==> src/rtl/calc_display_pkg.sv <==
// Shared display types and constants for the calculator's 7-segment output.
// Segment codes are active-low: bit7 = DP, bits6..0 = g..a.
package calc_display_pkg;

    typedef enum logic [7:0] {
        SEG_ZERO    = 8'b1100_0000,
        SEG_ONE     = 8'b1111_1001,
        SEG_TWO     = 8'b1010_0100,
        SEG_THREE   = 8'b1011_0000,
        SEG_FOUR    = 8'b1001_1001,
        SEG_FIVE    = 8'b1001_0010,
        SEG_SIX     = 8'b1000_0010,
        SEG_SEVEN   = 8'b1111_1000,
        SEG_EIGHT   = 8'b1000_0000,
        SEG_NINE    = 8'b1001_0000,
        SEG_E       = 8'b1000_0110,
        SEG_MINUS   = 8'b1011_1111,
        SEG_P_ZERO  = 8'b0100_0000,
        SEG_P_ONE   = 8'b0111_1001,
        SEG_P_TWO   = 8'b0010_0100,
        SEG_P_THREE = 8'b0011_0000,
        SEG_P_FOUR  = 8'b0001_1001,
        SEG_P_FIVE  = 8'b0001_0010,
        SEG_P_SIX   = 8'b0000_0010,
        SEG_P_SEVEN = 8'b0111_1000,
        SEG_P_EIGHT = 8'b0000_0000,
        SEG_P_NINE  = 8'b0001_0000
    } segment_t;

    localparam logic [3:0] ANODE_UNITS     = 4'b1110;
    localparam logic [3:0] ANODE_TENS      = 4'b1101;
    localparam logic [3:0] ANODE_HUNDREDS  = 4'b1011;
    localparam logic [3:0] ANODE_THOUSANDS = 4'b0111;

    localparam int DISPLAY_MIN = -999;
    localparam int DISPLAY_MAX = 9999;

    typedef struct packed {
        logic            neg;
        logic            err;
        logic            point;
        logic [3:0][3:0] digits;
    } display_t;

    function automatic logic [3:0] anode_select(logic [1:0] idx);
        case (idx)
            2'd0:    return ANODE_UNITS;
            2'd1:    return ANODE_TENS;
            2'd2:    return ANODE_HUNDREDS;
            default: return ANODE_THOUSANDS;
        endcase
    endfunction

    function automatic segment_t digit_to_segment(logic [3:0] digit, logic point);
        segment_t code;
        case (digit)
            4'd1:    code = SEG_ONE;
            4'd2:    code = SEG_TWO;
            4'd3:    code = SEG_THREE;
            4'd4:    code = SEG_FOUR;
            4'd5:    code = SEG_FIVE;
            4'd6:    code = SEG_SIX;
            4'd7:    code = SEG_SEVEN;
            4'd8:    code = SEG_EIGHT;
            4'd9:    code = SEG_NINE;
            default: code = SEG_ZERO;
        endcase
        if (point) code = segment_t'({1'b0, code[6:0]});
        return code;
    endfunction

    // Error overrides everything; MINUS occupies the thousands slot.
    function automatic segment_t display_segment(display_t disp, logic [1:0] idx);
        if (disp.err) return (idx == 2'd0) ? SEG_E : SEG_ZERO;
        if (disp.neg && idx == 2'd3) return SEG_MINUS;
        return digit_to_segment(disp.digits[idx], disp.point && idx == 2'd2);
    endfunction

endpackage

==> src/rtl/bin2bcd_seq.sv <==
// Iterative double-dabble: one shift per clock, the first applied on start.
// done pulses for one cycle once all WIDTH shifts are in the BCD register.
module bin2bcd_seq #(
    parameter int WIDTH = 16
) (
    input  logic             clk,
    input  logic             rst,
    input  logic             start,
    input  logic [WIDTH-1:0] magnitude,
    output logic             done,
    output logic [3:0][3:0]  digits
);
    localparam int CNT_W = $clog2(WIDTH + 1);

    logic [WIDTH-1:0] bin_q;
    logic [15:0]      bcd_q;
    logic [CNT_W-1:0] cnt_q;

    function automatic logic [WIDTH+15:0] dabble(logic [15:0] bcd, logic [WIDTH-1:0] bin);
        logic [15:0] adj;
        adj = bcd;
        for (int i = 0; i < 4; i++) begin
            if (adj[4*i +: 4] >= 4'd5) adj[4*i +: 4] = adj[4*i +: 4] + 4'd3;
        end
        return {adj, bin} << 1;
    endfunction

    always_ff @(posedge clk) begin
        if (rst) begin
            bin_q <= '0;
            bcd_q <= '0;
            cnt_q <= '0;
            done  <= 1'b0;
        end else begin
            done <= 1'b0;
            if (start) begin
                {bcd_q, bin_q} <= dabble(16'h0000, magnitude);
                cnt_q          <= CNT_W'(WIDTH - 1);
                done           <= (WIDTH == 1);
            end else if (cnt_q != '0) begin
                {bcd_q, bin_q} <= dabble(bcd_q, bin_q);
                cnt_q          <= cnt_q - CNT_W'(1);
                done           <= (cnt_q == CNT_W'(1));
            end
        end
    end

    assign digits = bcd_q;

endmodule

==> src/rtl/seg7_display_driver.sv <==
// Signed value -> sign/BCD display register -> multiplexed common-anode 7-seg scan.
//
//   state  | meaning
//   IDLE   | display stable, waiting for load
//   RANGE  | |value| and error flag computed, BCD engine started
//   SHIFT  | double-dabble running
//   COMMIT | display register written atomically
module seg7_display_driver
    import calc_display_pkg::*;
#(
    parameter int VALUE_WIDTH = 16,
    parameter int REFRESH_DIV = 50000
) (
    input  logic                   clk,
    input  logic                   rst,
    input  logic                   load,
    input  logic [VALUE_WIDTH-1:0] value,
    input  logic                   err,
    input  logic                   point_en,
    output logic                   busy,
    output logic [3:0]             anodes,
    output logic [7:0]             segments
);
    localparam int CNT_W = $clog2(REFRESH_DIV);

    typedef enum logic [1:0] {IDLE, RANGE, SHIFT, COMMIT} state_t;

    state_t state_q, state_d;
    logic   start, commit, bcd_done;

    logic signed [VALUE_WIDTH-1:0] value_q;
    logic                          err_in_q, point_q, neg_q, range_err_q;
    logic signed [31:0]            value_ext;
    logic [VALUE_WIDTH-1:0]        magnitude;
    logic                          out_of_range;
    logic [3:0][3:0]               bcd_digits;
    display_t                      disp_q;

    logic [CNT_W-1:0] refresh_q;
    logic [1:0]       scan_q;
    logic [3:0]       anodes_q;
    segment_t         seg_q;

    assign value_ext    = 32'(value_q);
    assign magnitude    = value_q[VALUE_WIDTH-1] ? VALUE_WIDTH'(-value_q) : VALUE_WIDTH'(value_q);
    assign out_of_range = (value_ext < DISPLAY_MIN) || (value_ext > DISPLAY_MAX);

    always_ff @(posedge clk) begin
        if (rst) state_q <= IDLE;
        else     state_q <= state_d;
    end

    // A load in any state restarts from the new value and cancels a pending commit.
    always_comb begin
        state_d = state_q;
        start   = 1'b0;
        commit  = 1'b0;
        case (state_q)
            IDLE:   if (load) state_d = RANGE;
            RANGE:  begin start = 1'b1; state_d = SHIFT; end
            SHIFT:  if (bcd_done) state_d = COMMIT;
            COMMIT: begin commit = 1'b1; state_d = IDLE; end
            default: state_d = IDLE;
        endcase
        if (load) begin
            state_d = RANGE;
            start   = 1'b0;
            commit  = 1'b0;
        end
    end

    assign busy = (state_q != IDLE);

    bin2bcd_seq #(.WIDTH(VALUE_WIDTH)) u_bin2bcd (
        .clk       (clk),
        .rst       (rst),
        .start     (start),
        .magnitude (magnitude),
        .done      (bcd_done),
        .digits    (bcd_digits)
    );

    always_ff @(posedge clk) begin
        if (rst) begin
            value_q     <= '0;
            err_in_q    <= 1'b0;
            point_q     <= 1'b0;
            neg_q       <= 1'b0;
            range_err_q <= 1'b0;
            disp_q      <= '0;
        end else begin
            if (load) begin
                value_q  <= value;
                err_in_q <= err;
                point_q  <= point_en;
            end
            if (start) begin
                neg_q       <= value_q[VALUE_WIDTH-1];
                range_err_q <= err_in_q || out_of_range;
            end
            if (commit) begin
                disp_q <= '{neg:    neg_q && !range_err_q,
                            err:    range_err_q,
                            point:  point_q && !range_err_q,
                            digits: bcd_digits};
            end
        end
    end

    always_ff @(posedge clk) begin
        if (rst) begin
            refresh_q <= '0;
            scan_q    <= 2'd0;
            anodes_q  <= ANODE_UNITS;
            seg_q     <= SEG_ZERO;
        end else begin
            if (refresh_q == CNT_W'(REFRESH_DIV - 1)) begin
                refresh_q <= '0;
                scan_q    <= scan_q + 2'd1;
            end else begin
                refresh_q <= refresh_q + CNT_W'(1);
            end
            anodes_q <= anode_select(scan_q);
            seg_q    <= display_segment(disp_q, scan_q);
        end
    end

    assign anodes   = anodes_q;
    assign segments = seg_q;

endmodule

==> config.mk <==
export PLATFORM = sky130hd
export DESIGN_NAME = seg7_display_driver
export DESIGN_NICKNAME = d
export VERILOG_FILES = /design/src/rtl/calc_display_pkg.sv /design/src/rtl/bin2bcd_seq.sv /design/src/rtl/seg7_display_driver.sv
export SDC_FILE = /design/constraint.sdc
export NUM_CORES = 1
export LEC_CHECK = 0
export BUFFER_PORTS_ARGS = -buffer_cell sky130_fd_sc_hd__buf_4
export CORE_ASPECT_RATIO = 2
export CORE_UTILIZATION = 54
export CTS_CLUSTER_DIAMETER = 50
export DETAILED_ROUTE_END_ITERATION = 7
export PLACE_DENSITY_LB_ADDON = 0.25
export SYNTH_ARGS = -nofsm -noshare
export SYNTH_HDL_FRONTEND = slang
export SYNTH_SLANG_ARGS = --single-unit
==> constraint.sdc <==
create_clock -name clk -period 1.8 [get_ports clk]
set_input_delay 0.36 -clock clk [delete_from_list [all_inputs] [get_ports clk]]
set_output_delay 0.36 -clock clk [all_outputs]
set_load 0.02 [all_outputs]
* Yosys cells after proc, flatten, opt, wreduce, memory -nomap -nowiden
Memory sizes are Yosys's and may differ from the RTL's.
Index checks and enable logic that the tools add are counted.
** Cells by class
- Add/subtract/negate cells :: 8
- Order comparisons :: 7
- Equality and inequality tests :: 11
- Muxes and demuxes :: 32
- Bitwise operators :: 2
- Reductions and logical operators :: 18
** Operators with widths (count)
- $mux 16 :: 3
- $mux 8 :: 5
- $mux 4 :: 6
- $add 16x1->16 const B :: 1
- $eq 16x16->1 const B :: 1
- $ge 4x3->1 const B :: 4
- $gt 16x15->1 const B :: 1
- $lt 16x11->1 const B :: 1
- $neg 16->16 :: 1
- $add 4x2->4 const B :: 3
- $mux 1 :: 12
- $pmux 4 s3 :: 1
- $bmux 4 s2 :: 1
- $eq 2x2->1 const B :: 4
- $mux 7 :: 1
- $pmux 2 s3 :: 1
- $reduce_or 2->1 :: 3
- $eq 5x1->1 const B :: 1
- $reduce_bool 5->1 :: 1
- $sub 5x1->5 const B :: 1
- $eq 2x1->1 const B :: 2
- $logic_and 1x1->1 :: 4
- $logic_not 2->1 :: 2
- $reduce_and 2->1 :: 2
- 13 further kinds :: 16
** Storage, ports and cells
- Flip-flop bits (word level) :: 108
- Memory bits (read-only) :: 112
- Input bits :: 21
- Output and inout bits :: 13
- Memories kept :: 1
** Memory list
- (no name shown) :: depth 16, bits a word 7, rd ports 1, clocked after memory_dff 0, wr ports 0, line calc_display_pkg.sv:56 : case (digit)

* Logic depth before layout (Yosys ltp)
Gate-level depths: netlist (run 1).
- Word-level depth :: 7
- Mapped depth :: 7
- Gate-level depth less buffers :: 7

* Modules after synthesis
From an unflattened synthesis (run 1), not the netlist that was laid out.
** Unflattened totals
- Cell total of the unflattened synthesis :: 580
- Area total of the unflattened synthesis :: 5246.3 um^2
** Modules (own cells, without submodules)
- seg7_display_driver :: instances 1, cells each 366, area an instance 3285.7 um^2, seq. area each 1421.4 um^2
- bin2bcd_seq :: instances 1, cells each 214, area an instance 1960.6 um^2, seq. area each 740.7 um^2

* Worst setup path after synthesis (run 1)
OpenSTA, ideal clock, no wires.
- Kind :: reg-to-reg
- Start :: reg value_q[1]
- End :: reg u_bin2bcd.bin_q[15]
- Library setup time :: 91 ps
- Arrival time :: 1880 ps
- Setup slack :: -171 ps
- Cell stages (with the launch flop) :: 8
- Clock period less this slack :: 1971 ps
- Path through :: dfxtp_1 > inv_1 > ha_1 > or4b_2 > o41ai_1 > xnor2_1 > nor2_1 > a311oi_1
** Between the ends
- Longest elaborated chain between the ends :: 3
** Ends and longest elaborated chain
- start: declaration :: line seg7_display_driver.sv:31 : logic signed [VALUE_WIDTH-1:0] value_q;
- start signal: assignment :: line seg7_display_driver.sv:93 : value_q <= value;
- $neg 16->16 :: line seg7_display_driver.sv:45 : assign magnitude = value_q[VALUE_WIDTH-1] ? VALUE_WIDTH'(-value_q) : VALUE_WIDTH'(value_q);
- $mux 16 :: line seg7_display_driver.sv:45
- $mux 16 :: line bin2bcd_seq.sv:36 : if (start) begin
- end signal: assignment :: line bin2bcd_seq.sv:37 : {bcd_q, bin_q} <= dabble(16'h0000, magnitude);
- end signal: assignment :: line bin2bcd_seq.sv:41 : {bcd_q, bin_q} <= dabble(bcd_q, bin_q);
- end: declaration :: line bin2bcd_seq.sv:15 : logic [WIDTH-1:0] bin_q;
Every way passes these cells.
A chain may end at the register's enable or synchronous reset.

* Worst setup path after layout (run 1)
- Start :: reg value_q[8]
- End :: reg u_bin2bcd.bin_q[14]
The elaborated chain is that of the path after synthesis.

==> flow_metrics.py, run 1 <==
metrics = {
    "global_route": {
        "grt_pass1_wl_um": 19510,
        "gr-total-overflow": 0,
        "antenna_found_initial": 0,
        "grt_max_degree": 31,
        "grt_pass1_vias": 4412,
        "track_usage": 0.2493,
    },
    "place": {
        "pre_cts_slack_ns": -0.1712,
        "io_buffer_count": 33,
        "dpl_cell_area_mm2": 0.005673,
        "gp_congestion": 0.8731,
        "dp_hpwl_um": 8464,
    },
    "critical_path": {
        "critPathCaptureType": "register",
        "r2r_start": "value_q[8]$_SDFFE_PP0P_",
        "required_ns": 2.06,
        "reg2reg_depth": 5,
        "r2r-end": "u_bin2bcd.bin_q[14]$_SDFFE_PP0P_",
        "cp_max_fo": 4,
        "rrSetupSlack_ns": -0.13,
        "worstPathArrival_ns": 2.19,
        "start_kind": "register",
        "crit_type": "reg -> reg",
    },
    "timing": {
        "setup_tns_ns": -0.6374,
        "hold_ws_ns": 0.2451,
        "hold_viol_final": 0,
        "timing.fmax_ghz": 0.5192,
        "maxSlewViolCount": 0,
        "setup_ws_ns": -0.1259,
        "layout_min_cycle_time_ns": 1.926,
        "rsz0062_at_grt": "yes",
        "slew-limit-headroom": 0.7065,
        "skew_ns": 0.003503,
        "setup_viol_count_final": 9,
        "max_slew.worst_pin.slew_ns": 0.4292,
        "timing.final.crit_share": 1.070,
    },
    "yosys": {
        "synth_flop_cell": "dfxtp_1",
        "synthTopCellsByArea": "dfxtp_1 42%, nand2_1 7.3%, ha_1 5.9%, mux2i_1 5.1%, a21oi_1 4.8%",
        "yosysWarnings": 0,
        "netlist_area_mm2": 0.005101,
        "synth_cells": 597,
        "synth_edf_count": 0,
        "yosys.cell_types.count": 47,
        "synth-seq-cells": 108,
        "synth-async-reset-ratio": 0,
        "synth_area_leader_cell": "dfxtp_1",
        "syn_avg_cell_area_um2": 8.545,
        "synth-seq-area-share": 0.4238,
        "syn_nets": 642,
        "synth_top_area_share": 0.4238,
    },
    "clock_tree": {
        "cts_tree": "built",
        "cts_setup_buffers": 0,
        "cts_made_buffers": 9,
        "clk_pin_slew_ns": 0.07,
        "clock_path_buffers": 2,
        "h-tree-depth": 3,
        "worstSkewPairLatency_ns": 0.34,
        "clock_sinks": 108,
        "cts_hold_buf": 0,
        "ctsRootBufferMaster": "clkbuf_16",
    },
    "hold_path": {
        "holdPathEnd": "value_q[3]$_SDFFE_PP0P_",
        "hold_path.class": "in -> reg",
        "min_from": "value[3]",
        "whs_path_depth": 3,
    },
    "floorplan": {
        "start_util": 0.5622,
        "ios": 34,
        "die_area_mm2": 0.009863,
        "core_area_mm2": 0.009074,
        "dieWidth_um": 70.73,
        "die_h_um": 139.5,
        "rows": 49,
    },
    "final_layout": {
        "post-route-cell-area_mm2": 0.006037,
        "diodes": 0,
        "nets": 687,
        "drive_above_1_share": 0.1762,
        "area_growth_pct": 18.35,
    },
    "flow_run": {
        "maxCapViolations": 0,
    },
    "routing": {
        "routed-via-count": 4291,
        "drt_iter0_markers": 223,
        "antenna_left": 0,
        "wl_um": 11410,
        "routedWlPerCell_um": 15.23,
        "viasPerCell": 5.729,
        "first_pass_iters": 7,
        "drc_errors": 2,
    },
    "pwr": {
        "power_density_mw_per_mm2": 1065,
        "ir_worst_vdd_mv": 1.148,
        "cellLeakagePower_nw": 2.320,
    },
    "run_status": {
        "failed_checks": "DRC, setup timing",
        "status": "finished, violations left",
    },
}
==> cell usage in the layout (no fill, tap or decap), drive strengths merged, types with 3 or more instances in the layout <==
| cell | n |
|---|---|
| ha | 24 |
| o21ai | 19 |
| dfxtp | 108 |
| a21oi | 49 |
| inv | 22 |
| nor4 | 4 |
| nor3b | 6 |
| nor3 | 7 |
| nand4 | 7 |
| o41ai | 4 |
| a311oi | 13 |
| nand2b | 15 |
| nor2 | 63 |
| o31ai | 3 |
| mux4 | 4 |
| xor2 | 11 |
| or3 | 6 |
| nand2 | 99 |
| o221ai | 3 |
| a211oi | 7 |
| mux2i | 26 |
| clkbuf | 12 |
| nand3 | 16 |
| xnor2 | 24 |
| buf | 69 |
==> sequential cells by signal (all words and copies together) (netlist names) <==
| signal | count |
|---|---|
| disp_q | 19 |
| refresh_q | 16 |
| u_bin2bcd.digits | 16 |
| value_q | 16 |
| u_bin2bcd.bin_q | 15 |
| segments | 8 |
| u_bin2bcd.cnt_q | 5 |
| anodes | 4 |
| scan_q | 2 |
| state_q | 2 |
| err_in_q | 1 |
| neg_q | 1 |
| point_q | 1 |
| range_err_q | 1 |
| u_bin2bcd.done | 1 |
==> power breakdown <==
group          internal [mW]  total (mW)  switching (mW)  leakage [nW]
clock                   1.15        1.99           0.841         0.149
sequential              2.59        2.78           0.191         0.881
combinational          0.716        1.66           0.942          1.29
total                   4.45        6.43            1.97          2.32
==> cell families (layout without fill, tap and decap cells) <==
| kind of cell | Yosys count | after routing | synth area share |
|---|---|---|---|
| multiplexers | 31 | 31 | 0.07089 |
| XOR/XNOR | 35 | 35 | 0.06009 |
| flip-flops | 108 | 108 | 0.4238 |
| AO/OA/AOI/OAI | 106 | 106 | 0.1307 |
| buffers and inverters | 57 | 107 | 0.04390 |
| adder cells (fa/ha/maj) | 24 | 24 | 0.05887 |
| AND/OR/NAND/NOR | 236 | 236 | 0.2117 |
==> final cells by class <==
type / count / area [µm²]
Clock inverter: 4 / 47.55
Multi-Input combinational cell: 432 / 2789
Inverter: 22 / 82.58
Sequential cell: 108 / 2171
Clock buffer: 12 / 256.5
Timing Repair Buffer: 69 / 563.0
Tap cell: 102 / 127.6
Fill cell: 749 / 3037
==> worst max path at each step <==
stage	from	end	slack, ns	depth (start not counted)
3_5_place_dp	value_q[8]$_SDFFE_PP0P_	u_bin2bcd.bin_q[15]$_SDFFE_PP0P_	-0.17	6
4_1_cts	value_q[9]$_SDFFE_PP0P_	u_bin2bcd.bin_q[14]$_SDFFE_PP0P_	-0.1	5
3_3_place_gp	value_q[8]$_SDFFE_PP0P_	u_bin2bcd.bin_q[15]$_SDFFE_PP0P_	-0.10	6
6_report	value_q[8]$_SDFFE_PP0P_	u_bin2bcd.bin_q[14]$_SDFFE_PP0P_	-0.13	5
5_1_grt	value_q[1]$_SDFFE_PP0P_	u_bin2bcd.bin_q[11]$_SDFFE_PP0P_	-0.17	7
2_1_floorplan	value_q[8]$_SDFFE_PP0P_	u_bin2bcd.bin_q[12]$_SDFFE_PP0P_	-0.16	6
==> synth_stat cells, types with 5 or more instances <==
cell type,count
nand2_1,99
nor3b_1,6
nand2b_1,15
mux2i_1,26
nor3_1,7
ha_1,24
nor2_1,63
xor2_1,11
a211oi_1,6
or3_1,5
xnor2_1,24
nand3_1,16
a21oi_1,49
dfxtp_1,108
clkbuf_1,28
nand4_1,7
inv_1,22
a311oi_1,13
o21ai_0,19
==> per-stage QoR <==
step	utilization	power (mW)	instances
final	0.6653	6.428	749
after global routing	0.6653	6.828	749
after CTS	0.6635	6.465	749
after detailed placement	0.6252	4.455	733
after global placement	0.6252	4.383	733
after floorplan	-	3.924	597
==> routing by layer <==
layer / up-vias / routed length, µm / track usage
li1: 2134 / - / -
met1: 2048 / 4063 / 0.2230
met2: 74 / 6699 / 0.5056
met3: 35 / 242 / 0.05214
met4: 0 / 401 / 0.1126
met5: - / 0 / 0
==> critical path, stage by stage (launching register included) <==
cell      delay, ns
dfxtp_2        0.32
or4_4          0.57
o41ai_1        0.51
xnor2_1        0.17
nor2_1         0.05
a311oi_1       0.22
==> what timing repair did <==
action,CTS,global route
gates resized for setup,10,7
pin swaps,9,4
endpoints found under the setup margin,16,17
Power figures use the tool's default switching activity.
==> run 2: changes to the inputs <==
CORE_MARGIN = 8   (was default)
clock period = 1.73 ns   (was 1.8 ns; I/O delays follow)
==> flow_metrics.py, run 2 (synthesis results as in run 1) <==
metrics = {
    "floorplan": {
        "die_h_um": 153.5,
        "ios": 34,
        "start_util": 0.5509,
        "dieWidth_um": 84.73,
        "die_area_mm2": 0.01300,
        "core_area_mm2": 0.009259,
        "rows": 50,
    },
    "critical_path": {
        "critPathCaptureType": "register",
        "crit_type": "reg -> reg",
        "required_ns": 1.99,
        "cp_max_fo": 4,
        "rrSetupSlack_ns": -0.15,
        "worstPathArrival_ns": 2.14,
        "reg2reg_depth": 6,
        "start_kind": "register",
        "r2r-end": "u_bin2bcd.bin_q[15]$_SDFFE_PP0P_",
        "r2r_start": "value_q[8]$_SDFFE_PP0P_",
    },
    "place": {
        "io_buffer_count": 33,
        "pre_cts_slack_ns": -0.2134,
        "numPlacedInstances": 746,
        "dp_hpwl_um": 9067,
        "gp_congestion": 0.8114,
        "dpl_cell_area_mm2": 0.005746,
    },
    "global_route": {
        "grt_max_degree": 31,
        "gr-total-overflow": 0,
        "track_usage": 0.1989,
        "grt_pass1_wl_um": 20980,
        "antenna_found_initial": 0,
        "grt_pass1_vias": 4571,
    },
    "clock_tree": {
        "cts_tree": "built",
        "clock_sinks": 108,
        "cts_made_buffers": 9,
        "ctsRootBufferMaster": "clkbuf_16",
        "clock_path_buffers": 2,
        "clk_pin_slew_ns": 0.07,
        "h-tree-depth": 3,
        "worstSkewPairLatency_ns": 0.35,
    },
    "routing": {
        "wl_um": 12560,
        "antenna_left": 0,
        "drc_errors": 0,
        "routed-via-count": 4356,
        "routedWlPerCell_um": 16.41,
        "viasPerCell": 5.694,
        "first_pass_iters": 4,
        "drt_iter0_markers": 203,
    },
    "final_layout": {
        "finalNonFillerCells": 765,
        "diodes": 0,
        "final_cell_mix": "104 x dfxtp_1, 97 x nand2_1, 79 x buf_4",
        "post-route-cell-area_mm2": 0.006276,
        "drive_above_1_share": 0.2133,
        "top_register": "disp_q",
        "area_growth_pct": 23.03,
        "seq_area_mm2": 0.002170,
        "largest_register_ffs": 19,
        "multiInputGateArea_mm2": 0.002887,
        "nets": 701,
        "layout_commonest_cell": "dfxtp_1",
        "nFillCells": 754,
    },
    "pwr": {
        "power_density_mw_per_mm2": 1122,
        "power_mw": 7.044,
        "cellLeakagePower_nw": 2.424,
        "ir_worst_vdd_mv": 0.8225,
    },
    "timing": {
        "rsz0062_at_grt": "yes",
        "skew_ns": 0.008543,
        "layout_min_cycle_time_ns": 1.883,
        "max_slew.worst_pin.slew_ns": 0.4562,
        "timing.fmax_ghz": 0.5311,
        "timing.final.crit_share": 1.088,
        "hold_viol_final": 0,
        "setup_viol_count_final": 7,
        "setup_ws_ns": -0.1528,
        "slew-limit-headroom": 0.6955,
        "hold_ws_ns": 0.2144,
        "maxSlewViolCount": 0,
    },
    "run_status": {
        "failed_checks": "setup timing",
        "status": "finished, violations left",
    },
    "hold_path": {
        "whs_path_depth": 2,
        "min_from": "load",
        "hold_path.class": "in -> reg",
        "holdPathEnd": "state_q[1]$_SDFFE_PP0P_",
    },
    "flow_run": {
        "maxCapViolations": 0,
    },
}
run 2: per-layer routing:
metal	routed length, µm	track usage	part of all wire
met1	4463	0.1742	0.36
met2	7535	0.4099	0.60
met3	238	0.03115	0.019
met4	318	0.09503	0.025
met5	0	0	0
run 2: final cells by class:
| class | instances | share of cell area |
|---|---|---|
| well taps | 104 | 0.02073 |
| multi-input cells | 432 | 0.4599 |
| inverters | 22 | 0.01316 |
| flip-flops and latches | 108 | 0.3457 |
| clock inverters | 4 | 0.01515 |
| repair buffers | 83 | 0.1045 |
| clock buffers | 12 | 0.04087 |
run 2: power by group:
part           switching [mW]  internal, mW  leakage (nW)  total [mW]
clock                   0.887          1.49         0.173        2.38
combinational            1.03         0.747          1.37        1.78
sequential              0.196          2.69         0.880        2.89
total                    2.11          4.93          2.42        7.04
run 2: worst max path at each step:
| stage | startpoint | endpoint | slack (ns) | depth (start not counted) |
|---|---|---|---|---|
| after floorplan | value_q[8]$_SDFFE_PP0P_ | u_bin2bcd.bin_q[12]$_SDFFE_PP0P_ | -0.23 | 6 |
| after global placement | value_q[8]$_SDFFE_PP0P_ | u_bin2bcd.bin_q[12]$_SDFFE_PP0P_ | -0.18 | 5 |
| after detailed placement | value_q[8]$_SDFFE_PP0P_ | u_bin2bcd.bin_q[15]$_SDFFE_PP0P_ | -0.21 | 6 |
| after CTS | value_q[8]$_SDFFE_PP0P_ | u_bin2bcd.digits[0]$_SDFFE_PP0P_ | -0.16 | 6 |
| after global routing | value_q[8]$_SDFFE_PP0P_ | u_bin2bcd.bin_q[15]$_SDFFE_PP0P_ | -0.24 | 6 |
| final | value_q[8]$_SDFFE_PP0P_ | u_bin2bcd.bin_q[15]$_SDFFE_PP0P_ | -0.15 | 6 |
run 2: stage by stage:
stage / util / TNS, ns
global route: 0.6778 / -1.659
global placement: 0.6205 / -1.130
detailed placement: 0.6205 / -1.726
floorplan: - / -0.5641
CTS: 0.6699 / -0.8609
finish: 0.6778 / -0.7962
run 2: repair_timing:
item,4_1_cts,5_1_grt
hold buffers,0,0
endpoints found under the hold margin,0,0
resized for setup,23,16
setup buffers,1,2
endpoints found under the setup margin,17,29
pin swaps,11,15
run 2: critical path, cell delays in order (launching register included):
cell      delay (ns)
dfxtp_2         0.32
or4_4           0.56
buf_4           0.18
o41ai_4         0.33
xnor2_1         0.16
nor2_1          0.06
a311oi_1        0.20
==> run 3: changes to the inputs <==
SETUP_SLACK_MARGIN = 0.02   (was default)
==> flow_metrics.py, run 3 (synthesis results as in run 1) <==
metrics = {
    "run_status": {
        "status": "finished, violations left",
        "failed_checks": "setup timing",
    },
    "routing": {
        "routed-via-count": 4356,
        "drc_errors": 0,
        "routedWlPerCell_um": 15.75,
        "antenna_left": 0,
        "first_pass_iters": 5,
        "viasPerCell": 5.747,
        "wl_um": 11940,
        "drt_iter0_markers": 169,
    },
    "critical_path": {
        "cp_max_fo": 5,
        "worstPathArrival_ns": 2.24,
        "start_kind": "register",
        "required_ns": 2.00,
        "r2r_start": "value_q[8]$_SDFFE_PP0P_",
        "reg2reg_depth": 6,
        "critPathCaptureType": "register",
        "crit_type": "reg -> reg",
        "crit_start": "value_q[8]$_SDFFE_PP0P_",
    },
    "floorplan": {
        "core_area_mm2": 0.009259,
        "ios": 34,
        "die_h_um": 153.5,
        "start_util": 0.5509,
        "die_area_mm2": 0.01300,
        "dieWidth_um": 84.73,
        "rows": 50,
    },
    "timing": {
        "max_slew.worst_pin.slew_ns": 0.4466,
        "skew_ns": 0.009287,
        "setup_tns_ns": -1.009,
        "maxSlewViolCount": 0,
        "timing.final.crit_share": 1.137,
        "setup_ws_ns": -0.2378,
        "slew-limit-headroom": 0.7023,
        "layout_min_cycle_time_ns": 1.968,
        "timing.fmax_ghz": 0.5082,
        "setup_viol_count_final": 9,
        "rsz0062_at_grt": "yes",
        "hold_viol_final": 0,
    },
    "clock_tree": {
        "h-tree-depth": 3,
        "clk_pin_slew_ns": 0.07,
        "worstSkewPairLatency_ns": 0.35,
        "cts_tree": "built",
        "cts_made_buffers": 9,
        "cts_hold_buf": 0,
        "clock_sinks": 108,
        "clock_path_buffers": 2,
        "ctsRootBufferMaster": "clkbuf_16",
    },
    "global_route": {
        "gr-total-overflow": 0,
        "grt_pass1_vias": 4450,
        "grt_max_degree": 31,
        "track_usage": 0.1889,
        "grt_pass1_wl_um": 20090,
        "antenna_found_initial": 0,
    },
    "hold_path": {
        "min_from": "load",
        "whs_path_depth": 2,
        "hold_path.class": "in -> reg",
    },
    "pwr": {
        "power_density_mw_per_mm2": 1080,
        "internal-power_mw": 4.478,
        "power.switching_mw": 2.190,
        "power_mw": 6.667,
        "ir_worst_vdd_mv": 0.6489,
        "switching_share": 0.3284,
        "cellLeakagePower_nw": 2.362,
        "clock_power_share": 0.297,
        "power_frac_comb": 0.270,
        "seq_power_share": 0.433,
    },
    "final_layout": {
        "drive_above_1_share": 0.2064,
        "nets": 694,
        "finalCoreUtilization": 0.6669,
        "area_growth_pct": 21.04,
        "layout_commonest_cell": "dfxtp_1",
        "post-route-cell-area_mm2": 0.006175,
        "final_cell_mix": "102 x dfxtp_1, 98 x nand2_1, 70 x buf_4",
        "diodes": 0,
        "nFillCells": 756,
        "top_register": "disp_q",
        "multiInputGateArea_mm2": 0.002874,
        "largest_register_ffs": 19,
        "seq_area_mm2": 0.002172,
    },
    "place": {
        "gp_congestion": 0.8387,
        "io_buffer_count": 33,
        "dp_hpwl_um": 8905,
        "dpl_cell_area_mm2": 0.005733,
    },
    "flow_run": {
        "maxCapViolations": 0,
    },
}
[run 3: per-layer routing]
metal,up-vias,global-route usage,share of wire
li1,2153,-,-
met1,2080,0.1669,0.36
met2,90,0.3835,0.58
met3,33,0.03169,0.028
met4,0,0.09589,0.034
met5,-,0,0
[run 3: worst max-delay path, stage by stage, from the launching register on]
cell and delay, ns:
dfxtp_2 0.32, or4_4 0.58, or3_4 0.42, buf_6 0.14, nor4_2 0.15, nor2_1 0.11
a211oi_2 0.16
[run 3: layout make-up]
cell class                 instances  area share
sequential                       108      0.3518
clock inverter                     7    0.009726
inverter                          22     0.01378
multi-input combinational        432      0.4655
tap                              104     0.02107
clock buffer                       9     0.03647
timing repair buffer              76      0.1017
[run 3: repair_timing]
| item | 4_1_cts | 5_1_grt |
|---|---|---|
| endpoints found under the setup margin | 18 | 22 |
| pin swaps | 14 | 9 |
| resized for setup | 19 | 19 |
| buffers inserted | 1 | 0 |
[run 3: worst paths after layout]
check        slack [ns]                                to
max               -0.24  u_bin2bcd.digits[0]$_SDFFE_PP0P_
min                0.21           state_q[1]$_SDFFE_PP0P_
max reg2reg       -0.24  u_bin2bcd.digits[0]$_SDFFE_PP0P_
min reg2reg        0.42            segments[7]$_SDFF_PP1_
[run 3: per-stage QoR]
stage               hold WS, ns  cells  worst slack [ns]
global route             0.2169    758           -0.2872
floorplan                0.3707    597           -0.2264
finish                   0.2108    758           -0.2378
detailed placement       0.4022    741           -0.2317
global placement         0.4082    741           -0.1914
CTS                      0.2051    758           -0.1428
[run 3: power by group through the flow]
| stage | combinational, mW | sequential [mW] | clock, mW |
|---|---|---|---|
| floorplan | 1.19 | 2.89 | 0 |
| global placement | 1.69 | 2.93 | 0 |
| detailed placement | 1.75 | 2.94 | 0 |
| CTS | 1.79 | 2.88 | 2.01 |
| global route | 2.01 | 2.92 | 2.12 |
| finish | 1.80 | 2.89 | 1.98 |
